File: config.mk
export PLATFORM = sky130hd
export DESIGN_NAME = led_pwm_driver
export DESIGN_NICKNAME = d
export VERILOG_FILES = /design/src/rtl/light_io_pkg.sv /design/src/rtl/edge_sync.sv /design/src/rtl/led_pwm_driver.sv
export SDC_FILE = /design/constraint.sdc
export NUM_CORES = 1
export LEC_CHECK = 0
export BUFFER_PORTS_ARGS = -buffer_cell sky130_fd_sc_hd__buf_2
export CELL_PAD_IN_SITES_DETAIL_PLACEMENT = 1
export CELL_PAD_IN_SITES_GLOBAL_PLACEMENT = 1
export CORE_MARGIN = 1.5
export CORE_UTILIZATION = 51
export CTS_CLUSTER_SIZE = 25
export DETAILED_ROUTE_END_ITERATION = 10
export PLACE_DENSITY_LB_ADDON = 0.08
export SLEW_MARGIN = 20
export SYNTH_ARGS = -nofsm -noshare
export SYNTH_HDL_FRONTEND = slang
export SYNTH_HIERARCHICAL = 1
export SYNTH_SLANG_ARGS = --single-unit
export TNS_END_PERCENT = 100
File: constraint.sdc
create_clock -name clock -period 5.8 [get_ports clock]
set_clock_uncertainty 0.2 [all_clocks]
set_input_delay 0.87 -clock clock [delete_from_list [all_inputs] [get_ports clock]]
set_output_delay 0.87 -clock clock [all_outputs]
set_load 0.05 [all_outputs]
File: src/rtl/light_io_pkg.sv
// light_io_pkg
// Shared constants and helpers for the LED driver blocks.
//   CH_IDX_W      : width of a channel index on the write port
//   pwm_max(w)    : full-scale PWM value for a w-bit counter (2^w - 1)
package light_io_pkg;

    localparam int CH_IDX_W = 4;

    function automatic int pwm_max(input int width);
        return (1 << width) - 1;
    endfunction

endpackage

File: src/rtl/edge_sync.sv
// edge_sync
// Brings an asynchronous level into the clock domain through two flops and
// emits a one-cycle pulse for each rising edge of the synchronized level.
//   clock    : system clock
//   reset_n  : synchronous active-low reset
//   i_d      : asynchronous input level
//   o_rise   : one-cycle pulse, high in the cycle after the 2nd sync flop
//              first sees the new high level
module edge_sync (
    input  logic clock,
    input  logic reset_n,
    input  logic i_d,
    output logic o_rise
);

    logic r_s1;
    logic r_s2;
    logic r_s3;

    always_ff @(posedge clock) begin
        if (!reset_n) begin
            r_s1 <= 1'b0;
            r_s2 <= 1'b0;
            r_s3 <= 1'b0;
        end else begin
            r_s1 <= i_d;
            r_s2 <= r_s1;
            r_s3 <= r_s2;
        end
    end

    // Combinational from flops only: consumers act on the edge that also
    // loads r_s3, so a rise lands on the 3rd edge after it was sampled.
    assign o_rise = r_s2 & ~r_s3;

endmodule

File: src/rtl/led_pwm_driver.sv
// led_pwm_driver
// Multi-channel PWM LED driver stepped by a slow divided clock.
//   clock, reset_n : system clock, synchronous active-low reset
//   clock_d        : divided clock (async level); each rise = one PWM step
//   wr_valid/ready : duty write handshake
//   wr_channel     : target channel (out-of-range writes are dropped)
//   wr_duty        : target duty, 0 = off, 2^WIDTH-1 = always on
//   wr_fade        : 1 = ramp one count per period, 0 = jump at boundary
//   led            : registered PWM outputs
//   period_start   : one-cycle pulse when the counter wraps to 0
//   busy           : per channel, active duty still differs from target
module led_pwm_driver
    import light_io_pkg::*;
#(
    parameter int CHANNELS = 4,
    parameter int WIDTH    = 8
) (
    input  logic                clock,
    input  logic                reset_n,
    input  logic                clock_d,
    input  logic                wr_valid,
    output logic                wr_ready,
    input  logic [CH_IDX_W-1:0] wr_channel,
    input  logic [WIDTH-1:0]    wr_duty,
    input  logic                wr_fade,
    output logic [CHANNELS-1:0] led,
    output logic                period_start,
    output logic [CHANNELS-1:0] busy
);

    localparam logic [WIDTH-1:0] LAST = WIDTH'(pwm_max(WIDTH) - 1);
    localparam logic [WIDTH-1:0] ONE  = WIDTH'(1);

    logic             w_step;
    logic             w_wrap;
    logic             w_accept;
    logic [WIDTH-1:0] w_cnt_nxt;
    logic [WIDTH-1:0] r_cnt;
    logic             r_ps;
    logic             r_live;

    edge_sync u_sync (
        .clock   (clock),
        .reset_n (reset_n),
        .i_d     (clock_d),
        .o_rise  (w_step)
    );

    // The boundary commit happens on the edge ending this cycle; holding
    // ready low here keeps writes and commits on different edges.
    assign w_wrap   = w_step & (r_cnt == LAST);
    assign wr_ready = r_live & ~w_wrap;
    assign w_accept = wr_valid & wr_ready;

    always_comb begin
        w_cnt_nxt = r_cnt;
        if (w_step) begin
            w_cnt_nxt = w_wrap ? '0 : r_cnt + ONE;
        end
    end

    always_ff @(posedge clock) begin
        if (!reset_n) begin
            r_cnt  <= '0;
            r_ps   <= 1'b0;
            r_live <= 1'b0;
        end else begin
            r_cnt  <= w_cnt_nxt;
            r_ps   <= w_wrap;
            r_live <= 1'b1;
        end
    end

    assign period_start = r_ps;

    for (genvar g = 0; g < CHANNELS; g++) begin : g_ch
        logic [WIDTH-1:0] r_target;
        logic [WIDTH-1:0] r_active;
        logic             r_fade;
        logic             r_led;
        logic             r_busy;
        logic             w_sel;
        logic [WIDTH-1:0] w_tgt_nxt;
        logic [WIDTH-1:0] w_act_nxt;

        assign w_sel     = w_accept & (wr_channel == CH_IDX_W'(g));
        assign w_tgt_nxt = w_sel ? wr_duty : r_target;

        // Commit reads the current target; a write can never land on the
        // same edge, so there is no bypass to worry about.
        always_comb begin
            w_act_nxt = r_active;
            if (w_wrap) begin
                if (!r_fade) begin
                    w_act_nxt = r_target;
                end else if (r_active < r_target) begin
                    w_act_nxt = r_active + ONE;
                end else if (r_active > r_target) begin
                    w_act_nxt = r_active - ONE;
                end
            end
        end

        // led/busy are computed from next-state values so they register on
        // the same edge as the counter/duty they depend on.
        always_ff @(posedge clock) begin
            if (!reset_n) begin
                r_target <= '0;
                r_active <= '0;
                r_fade   <= 1'b0;
                r_led    <= 1'b0;
                r_busy   <= 1'b0;
            end else begin
                r_target <= w_tgt_nxt;
                r_active <= w_act_nxt;
                r_fade   <= w_sel ? wr_fade : r_fade;
                r_led    <= (w_cnt_nxt < w_act_nxt);
                r_busy   <= (w_act_nxt != w_tgt_nxt);
            end
        end

        assign led[g]  = r_led;
        assign busy[g] = r_busy;
    end

endmodule
# Word level (Yosys, flattened, before mapping)

Index checks and enable logic that the tools add are counted.
W data, S select, Z words.

Order comparisons: 12
Muxes and demuxes: 23
Equal/unequal tests: 8
Add/subtract/negate cells: 9
Reductions and logical operators: 1
Bitwise logic cells: 10

Operators with widths:

| operator              | number |
|---|---|
| $mux W8               | 22 |
| $lt A8 B8 Y1          | 8 |
| $add A8 B1 Y8 const B | 5 |
| $gt A8 B8 Y1          | 4 |
| $ne A8 B8 Y1          | 4 |
| $sub A8 B1 Y8 const B | 4 |
| $and A1 B1 Y1         | 8 |
| $eq A4 B2 Y1 const B  | 2 |
| $eq A8 B8 Y1 const B  | 1 |
| $eq A4 B1 Y1 const B  | 1 |
| $logic_not A4 Y1      | 1 |
| $not A1 Y1            | 2 |
| $mux W1               | 1 |

Bits of input ports: 17
Flip-flop bits (word level): 89
Output and inout port bits: 10
Logic and storage cells: 89

# Depth between registers and ports, before layout

Gate-level depths: netlist of run 1.

Depth after elaboration: 9
Mapped depth: 17
Mapped depth without buffers: 16

# Modules after synthesis

The synthesis of run 1 kept the hierarchy.

Modules (own cells, without submodules):

| module         | area an instance (µm²) | cells each | times used |
|---|---|---|---|
| led_pwm_driver | 7435.9                 | 962        | 1 |
| edge_sync      | 92.6                   | 7          | 1 |

# Least setup slack after synthesis of run 1

Ideal clock, no wire load.

Path type: register -> output
From: register r_cnt[0]
To: output wr_ready
Arrival: 2.492 ns
Setup slack: 2.238 ns
Cell stages (with the launch flop): 10
Cells stage by stage: dfxtp_1 > inv_1 > ha_1 > and4_1 > nand2_1 > clkbuf_1 > buf_2 > buf_1 > clkbuf_1 > and2_1

Word-level cells in the longest chain between the ends: 4

Ends and longest elaborated chain:

| element                | line                 | text |
|---|---|---|
| from (decl)            | led_pwm_driver.sv:38 | `logic [WIDTH-1:0] r_cnt;` |
| from (signal assigned) | led_pwm_driver.sv:68 | `r_cnt <= w_cnt_nxt;` |
| $eq A8 B8 Y1           | led_pwm_driver.sv:51 | `assign w_wrap = w_step & (r_cnt == LAST);` |
| $and A1 B1 Y1          | led_pwm_driver.sv:51 |  |
| $not A1 Y1             | led_pwm_driver.sv:52 | `assign wr_ready = r_live & ~w_wrap;` |
| $and A1 B1 Y1          | led_pwm_driver.sv:52 |  |
| to (decl)              | led_pwm_driver.sv:22 | `output logic wr_ready,` |

No other way between the ends.

# Worst setup path after layout of run 1

From: register g_ch[2].r_active[3]
To: register g_ch[2].r_led

Word-level cells in the longest chain between the ends: 6
Elaborated cells between the ends (all ways): 9
Classes of those cells: 2 x add/sub; 3 x order compare; 4 x mux

Ends and longest elaborated chain:

| element                                       | line                                       | text |
|---|---|---|
| from (decl)                                   | led_pwm_driver.sv:78                       | `logic [WIDTH-1:0] r_active;` |
| from (signal assigned)                        | led_pwm_driver.sv:115                      | `r_active <= w_act_nxt;` |
| $sub A8 B1 Y8 or $gt A8 B8 Y1 (tied branches) | led_pwm_driver.sv:99, led_pwm_driver.sv:98 |  |
| $mux W8                                       | led_pwm_driver.sv:98                       | `end else if (r_active > r_target) begin` |
| $mux W8                                       | led_pwm_driver.sv:96                       | `end else if (r_active < r_target) begin` |
| $mux W8                                       | led_pwm_driver.sv:94                       | `if (!r_fade) begin` |
| $mux W8 *                                     | led_pwm_driver.sv:93                       | `if (w_wrap) begin` |
| $lt A8 B8 Y1 *                                | led_pwm_driver.sv:117                      | `r_led <= (w_cnt_nxt < w_act_nxt);` |
| to (signal assigned)                          | led_pwm_driver.sv:117                      |  |
| to (decl)                                     | led_pwm_driver.sv:80                       | `logic r_led;` |

Mark *: on every way between the ends. The rest lies on a longest branch, timed or not.
A chain may end at the register's enable or synchronous reset.

==> qor.txt, run 1 <==
Leakage: 0.00325 uW
n_diodes: 0
Synth cell types: 78
vias per cell: 6.58
status: complete, no violations
CP Data Required Time: 5890 ps
unrepaired setup endpoints after global routing: no
crit path DAT: 4280 ps
synthesis-to-layout area growth: 5.75%
final setup TNS: 0 ps
Compound-Gate Fraction of Synth Area: 22.9%
Synth async-reset ratio: 0%
drt pass-1 iters: 5
FF+latch count, synth: 89
htree depth: 3
Pwr Density: 170 nW/um^2
Tot Pwr: 1350 uW
vias: 7,498
initial DRC count: 458
Setup Buffers After CTS: 0
register area share after synthesis: 23.7%
largest net degree at the start of global routing: 54
hold_ws: 245 ps
Rel. slew slack: 27.1%
CP top delay family: compound AO/OA/AOI/OAI gates
gr ovfl total: 0
Rows: 44
hold buffer count at cts: 0
Worst VDD drop: 0.000108 V
fill cell count: 1,801
Max stage delay cell, worst path: dfxtp_1
WL final: 24.6 mm
HPWL Detailed: 18.5 mm
Post-Syn Area per Cell: 7.77 sq um
syn_nets: 1,056
top cells by area, synth: dfxtp_1 (24%), ha_1 (12%), mux2i_1 (6.8%)
die boundary width: 124 microns
num ports: 27
DIE AREA: 15,500 sq um
Finish-stage setup viols: 0
Clock Pin Slew Worst Setup and Hold Paths: 60 ps
Sink Count: 89
first-pass GRT wire length: 39.8 mm
fmax: 239 MHz
Synth Area in Adders: 11.6%
kind of critical path: reg2reg
Hold Violations, Final: 0
cells along the critical path: ha_1 -> a21oi_1 -> a21oi_2 -> nor4_1 -> a22o_1 -> o211ai_1 -> a221o_1 -> ha_1 -> and4_1 -> a2111oi_0 -> o21a_1
mux cell area share after synthesis: 8.13%
share of layout cells above drive strength 1: 8.06%
most used cell, CP: ha_1
Clock Tree Buf Depth: 2
total core area: 14,500 sq um
initial core utilization: 52.0%
Num CTS Buffers: 9
max-slew violation count: 0
Worst Setup Start Kind: flip-flop
largest stage delay on the critical path: 630 ps
Gate Count Post-Synth: 969
Max Cap Viol: 0
Final ANT Viol Nets: 0
Post-synth top flop: dfxtp_1
Final Cycle Share: 72.1%
number of synthesized flops with an enable pin: 0
Yosys top cell by area: dfxtp_1
CP Max Fanout: 14
root buf cell: clkbuf_16
# DRC: 0
XOR/XNOR Fraction of Synth Area: 2.68%
main combinational cell family by area after synthesis: simple AND/OR/NAND/NOR gates
Net count, final: 1,038
Cell Area, Synth: 7530 sq um
Slew @ Worst Pin: 1080 ps
CP Buf/Inv Count: 0
Ys Warns: 6
Die Y-Extent: 124 microns
CTS tree: yes
Hold Path Class: reg2reg
initial antenna violation count: 0
CP Capture Type: flip-flop
Global Route Usage Sum: 31.7%
top cell type's share of synthesized area: 23.7%
number of gates resized after CTS: 0
Routed WL per cell: 21.6 microns
vias in the first global route: 7,645
simple-gate share of the synthesized area: 24.6%
port bufs: 26
gpl congestion: 0.905
worst-skew pair later-pin latency: 350 ps
min cycle time layout: 4180 ps
cells in the mapped netlist, types with 5 or more instances:
| cell | n |
|---|---|
| xor2_1 | 10 |
| o2111ai_1 | 6 |
| nand4_1 | 20 |
| o211ai_1 | 17 |
| nand3_1 | 24 |
| xnor2_1 | 13 |
| buf_4 | 10 |
| a221oi_1 | 9 |
| nor4_1 | 9 |
| a2111oi_0 | 7 |
| a21oi_1 | 54 |
| a41oi_1 | 6 |
| and2_1 | 18 |
| and3_1 | 9 |
| dfxtp_1 | 89 |
| o21a_1 | 8 |
| a22o_1 | 8 |
| nor3_1 | 27 |
| ha_1 | 70 |
| nand2_1 | 63 |
| a21o_1 | 10 |
| o221ai_1 | 7 |
| nor2b_1 | 15 |
| mux2i_1 | 51 |
| or3_1 | 14 |
| a211oi_1 | 9 |
| inv_1 | 56 |
| mux2_2 | 8 |
| o31ai_1 | 5 |
| clkbuf_1 | 41 |
| buf_2 | 6 |
| or2_2 | 7 |
| o21ai_0 | 37 |
| nor2_1 | 125 |
| o22ai_1 | 11 |
| and4_1 | 9 |
| a31oi_1 | 11 |
worst reg2reg max path, cell delays in order, from the launching register on:
cell and delay, ps:
dfxtp_1 630, ha_1 370, a21oi_1 230, a21oi_2 180, nor4_1 610, a22o_1 220, o211ai_1 100, a221o_1 390
ha_1 340, and4_1 210, a2111oi_0 460, o21a_1 190
stage by stage:
step | utilization, % | setup slack, ps | instances | instance area, sq um
after global routing | 55.0 | 1390 | 1139 | 7960
after global placement | 52.9 | 1870 | 1124 | 7660
after floorplan | - | 2240 | 969 | 7530
after CTS | 55.0 | 1670 | 1139 | 7960
final | 55.0 | 1620 | 1139 | 7960
after detailed placement | 52.9 | 1690 | 1124 | 7660
state kept, by name, indices dropped and copies added, names as in the netlist:
signal	count
g_ch.r_active	32
g_ch.r_target	32
r_cnt	8
g_ch.r_busy	4
g_ch.r_fade	4
g_ch.r_led	4
period_start	1
r_live	1
u_sync/r_s1	1
u_sync/r_s2	1
u_sync/r_s3	1
layout by cell type (no fill, tap or decap), types with 5 or more instances in the layout:
| cell | instances |
|---|---|
| a31oi_1 | 11 |
| or2_2 | 7 |
| and4_1 | 9 |
| inv_1 | 55 |
| o22ai_1 | 11 |
| a221oi_1 | 9 |
| mux2i_1 | 51 |
| a41oi_1 | 6 |
| a2111oi_0 | 7 |
| o21a_1 | 8 |
| a211oi_1 | 9 |
| o211ai_1 | 17 |
| o21ai_0 | 37 |
| mux2_2 | 8 |
| xnor2_1 | 13 |
| dfxtp_1 | 89 |
| nand2_1 | 63 |
| a22o_1 | 8 |
| xor2_1 | 10 |
| buf_2 | 26 |
| and3_1 | 9 |
| nor2_1 | 125 |
| ha_1 | 70 |
| nor3_1 | 27 |
| o221ai_1 | 7 |
| o31ai_1 | 5 |
| a21oi_1 | 54 |
| buf_4 | 6 |
| clkbuf_16 | 9 |
| o2111ai_1 | 6 |
| a21o_1 | 10 |
| nor4_1 | 9 |
| nand3_1 | 24 |
| or3_1 | 14 |
| nand4_1 | 20 |
| nor2b_1 | 15 |
| and2_1 | 18 |
worst paths after layout:
| kind | start | endpoint | slack (ps) | cells after the start |
|---|---|---|---|---|
| setup / recovery | g_ch[2].r_active[3] | g_ch[2].r_led | 1620 | 11 |
| hold / removal | u_sync/r_s1 | u_sync/r_s2 | 240 | 1 |
| setup reg to reg | g_ch[2].r_active[3] | g_ch[2].r_led | 1620 | 11 |
| hold reg to reg | u_sync/r_s1 | u_sync/r_s2 | 240 | 1 |
metal layers:
layer	track usage [%]	share of wire (%)	up-vias
met5	0	0	-
met4	11.1	2.7	0
met3	3.91	4.2	56
met2	55.0	48	203
met1	40.4	45	3707
li1	-	-	3532
where the power goes:
group / switching [uW] / total [uW] / internal [uW]
clock network: 253 / 607 / 354
logic: 83.8 / 125 / 40.8
registers: 4.84 / 622 / 617
total: 342 / 1350 / 1010
logic make-up after synthesis:
logic type                 after synthesis
and+or+nand+nor                        365
AOI/OAI and AO/OA                      245
buffers and inverters                  117
DFF                                     89
adders and majority gates               70
muxes                                   60
xor gates and xnor gates                23
area by class of cell:
class | instances | area [sq um] | area share, %
Multi-Input combinational cell | 763 | 5270 | 66.2
Sequential cell | 89 | 1780 | 22.4
Clock buffer | 12 | 256 | 3.22
Tap cell | 184 | 230 | 2.89
Inverter | 56 | 210 | 2.64
Timing Repair Buffer | 32 | 175 | 2.20
Clock inverter | 3 | 40.0 | 0.503
(Power assumes the default switching activity.)
==> inputs of run 2 (changes only) <==
--- a/config.mk
+++ b/config.mk
@@ -9,7 +9,7 @@
 export CELL_PAD_IN_SITES_DETAIL_PLACEMENT = 1
 export CELL_PAD_IN_SITES_GLOBAL_PLACEMENT = 1
 export CORE_MARGIN = 1.5
-export CORE_UTILIZATION = 51
+export CORE_UTILIZATION = 48
 export CTS_CLUSTER_SIZE = 25
 export DETAILED_ROUTE_END_ITERATION = 10
 export PLACE_DENSITY_LB_ADDON = 0.08
==> constraint.sdc (replaced) <==
create_clock -name clock -period 4.1 [get_ports clock]
set_clock_uncertainty 0.2 [all_clocks]
set_input_delay 0.615 -clock clock [delete_from_list [all_inputs] [get_ports clock]]
set_output_delay 0.615 -clock clock [all_outputs]
set_load 0.05 [all_outputs]
==> qor.txt, run 2 (synthesis gave the netlist of run 1 again) <==
FF-to-FF End: g_ch[2].r_led (unchanged)
fill cell count: 1,907 (was 1,801)
R2R depth: 14 (was 11)
Slew @ Worst Pin: 881 ps (was 1080 ps)
hold buffer count at cts: 0 (unchanged)
Final Cycle Share: 93.6% (was 72.1%)
Die Y-Extent: 128 microns (was 124 microns)
Leakage: 0.00334 uW (was 0.00325 uW)
Num CTS Buffers: 9 (unchanged)
crit path to: g_ch[2].r_led (unchanged)
# DRC: 0 (unchanged)
FF-to-FF setup slack: 260 ps (was 1620 ps)
Pint: 1420 uW (was 1010 uW)
unrepaired setup endpoints after global routing: no (unchanged)
Net count, final: 1,056 (was 1,038)
Rel. slew slack: 40.8% (was 27.1%)
n_diodes: 0 (unchanged)
status: complete, no violations (unchanged)
vias: 7,578 (was 7,498)
Finish-stage setup viols: 0 (unchanged)
Clock Tree Buf Depth: 2 (unchanged)
CTS tree: yes (unchanged)
Hold Violations, Final: 0 (unchanged)
synthesis-to-layout area growth: 8.84% (was 5.75%)
worst-skew pair later-pin latency: 350 ps (about the same)
Sink Count: 89 (unchanged)
WL final: 25.3 mm (was 24.6 mm)
fmax: 260 MHz (was 239 MHz)
Routed WL per cell: 21.4 microns (was 21.6 microns)
CP Capture Type: flip-flop (unchanged)
post-route setup slack: 261 ps (was 1620 ps)
root buf cell: clkbuf_16 (unchanged)
Pwr Density: 234 nW/um^2 (was 170 nW/um^2)
die boundary width: 128 microns (was 124 microns)
share of layout cells above drive strength 1: 11.0% (was 8.06%)
num ports: 27 (unchanged)
gr ovfl total: 0 (unchanged)
HPWL Detailed: 18.8 mm (was 18.5 mm)
total core area: 15,300 sq um (was 14,500 sq um)
Clock Pin Slew Worst Setup and Hold Paths: 70 ps (was 60 ps)
Sw Pwr: 495 uW (was 342 uW)
Rows: 45 (was 44)
Hold Path Class: reg2reg (unchanged)
Max Cap Viol: 0 (unchanged)
drt pass-1 iters: 5 (unchanged)
Final ANT Viol Nets: 0 (unchanged)
largest net degree at the start of global routing: 29 (was 54)
min cycle time layout: 3840 ps (was 4180 ps)
htree depth: 3 (unchanged)
crit path DAT: 3940 ps (was 4280 ps)
vias in the first global route: 7,742 (was 7,645)
max-slew violation count: 0 (unchanged)
Global Route Usage Sum: 31.7% (about the same)
initial antenna violation count: 0 (unchanged)
clock network fraction of design power: 44.6% (was 44.9%)
post-layout util: 53.7% (was 55.0%)
Comb power frac: 9.5% (was 9.2%)
kind of critical path: reg2reg (unchanged)
Worst Setup Start Kind: flip-flop (unchanged)
DIE AREA: 16,400 sq um (was 15,500 sq um)
sw frac: 25.8% (was 25.2%)
commonest non-fill, non-tap cell in the layout: nor2_1 (unchanged)
first-pass GRT wire length: 40.8 mm (was 39.8 mm)
initial core utilization: 49.3% (was 52.0%)
final setup TNS: 0 ps (unchanged)
sequential share of power: 45.9% (about the same)
vias per cell: 6.39 (was 6.58)
worst reg2reg startpoint: g_ch[2].r_active[0] (was g_ch[2].r_active[3])
Critical Path Start: g_ch[2].r_active[0] (was g_ch[2].r_active[3])
most frequent cells in the layout: nor2_1 (125), dfxtp_1 (89), ha_1 (70) (unchanged)
port bufs: 26 (unchanged)
Worst VDD drop: 0.000236 V (was 0.000108 V)
Top Registers: g_ch.r_active x32, g_ch.r_target x32, r_cnt x8 (unchanged)
gpl congestion: 0.936 (was 0.905)
CP Max Fanout: 10 (was 14)
CP Data Required Time: 4200 ps (was 5890 ps)
pre-CTS setup slack: 150 ps (was 1690 ps)
initial DRC count: 464 (was 458)
## run 2: cell count changes in the layout (fill, tap and decap cells not counted), sizes merged
cell,delta
buf,+18
clkinvlp,+2
clkbuf,-1
## run 2: worst max-delay path, stage by stage (launching register included)
cell and delay [ps]:
dfxtp_1 500, inv_1 130, ha_1 200, nor2b_1 100
o211ai_1 150, a21oi_4 310, nor4_2 110, buf_4 160
a41oi_1 220, o211ai_1 130, a221o_1 370, ha_1 330
and4_1 200, a2111oi_0 480, o21a_1 190
## run 2: metrics by stage
step           cells  hold slack (ps)  total power [uW]  cell area (sq um)
4_1_cts         1185              231              1930               8130
3_3_place_gp    1169              214              1070               7840
5_1_grt         1185              245              1980               8190
2_1_floorplan    969              206              1020               7530
6_report        1185              229              1920               8190
3_5_place_dp    1169              217              1070               7840
## run 2: layer usage
layer,up-vias,GRT usage (%),routed length (microns)
met3,69,6.93,1180
li1,3556,-,-
met4,0,11.6,797
met2,193,54.8,12300
met1,3760,38.6,11100
met5,-,0,0
## run 2: worst min-delay path by stage
| stage | endpoint | depth (start not counted) | start | slack, ps |
|---|---|---|---|---|
| floorplan | u_sync/r_s2 | 1 | u_sync/r_s1 | 210 |
| global placement | u_sync/r_s2 | 1 | u_sync/r_s1 | 210 |
| detailed placement | u_sync/r_s2 | 1 | u_sync/r_s1 | 220 |
| CTS | u_sync/r_s2 | 1 | u_sync/r_s1 | 230 |
| global route | u_sync/r_s2 | 1 | u_sync/r_s1 | 240 |
| finish | u_sync/r_s2 | 1 | u_sync/r_s1 | 230 |
## run 2: power groups by stage
stage	clock (uW)	combinational, uW	sequential [uW]
finish	855	181	880
detailed placement	0	175	899
global placement	0	168	899
global route	909	194	880
floorplan	0	123	896
CTS	874	177	879
## run 2: area by class of cell
type                            instances  area (sq um)  share of cell area (%)
Multi-Input combinational cell        763          5330                    65.0
Clock buffer                           11           243                    2.96
Tap cell                              211           264                    3.22
Timing Repair Buffer                   50           310                    3.79
Inverter                               56           210                    2.57
Clock inverter                          5          55.1                   0.672
Sequential cell                        89          1780                    21.7
## run 2: repair_timing
item / CTS / global route
resized for setup: 0 / 13
buffers inserted: 0 / 0
setup endpoints to repair: 0 / 4
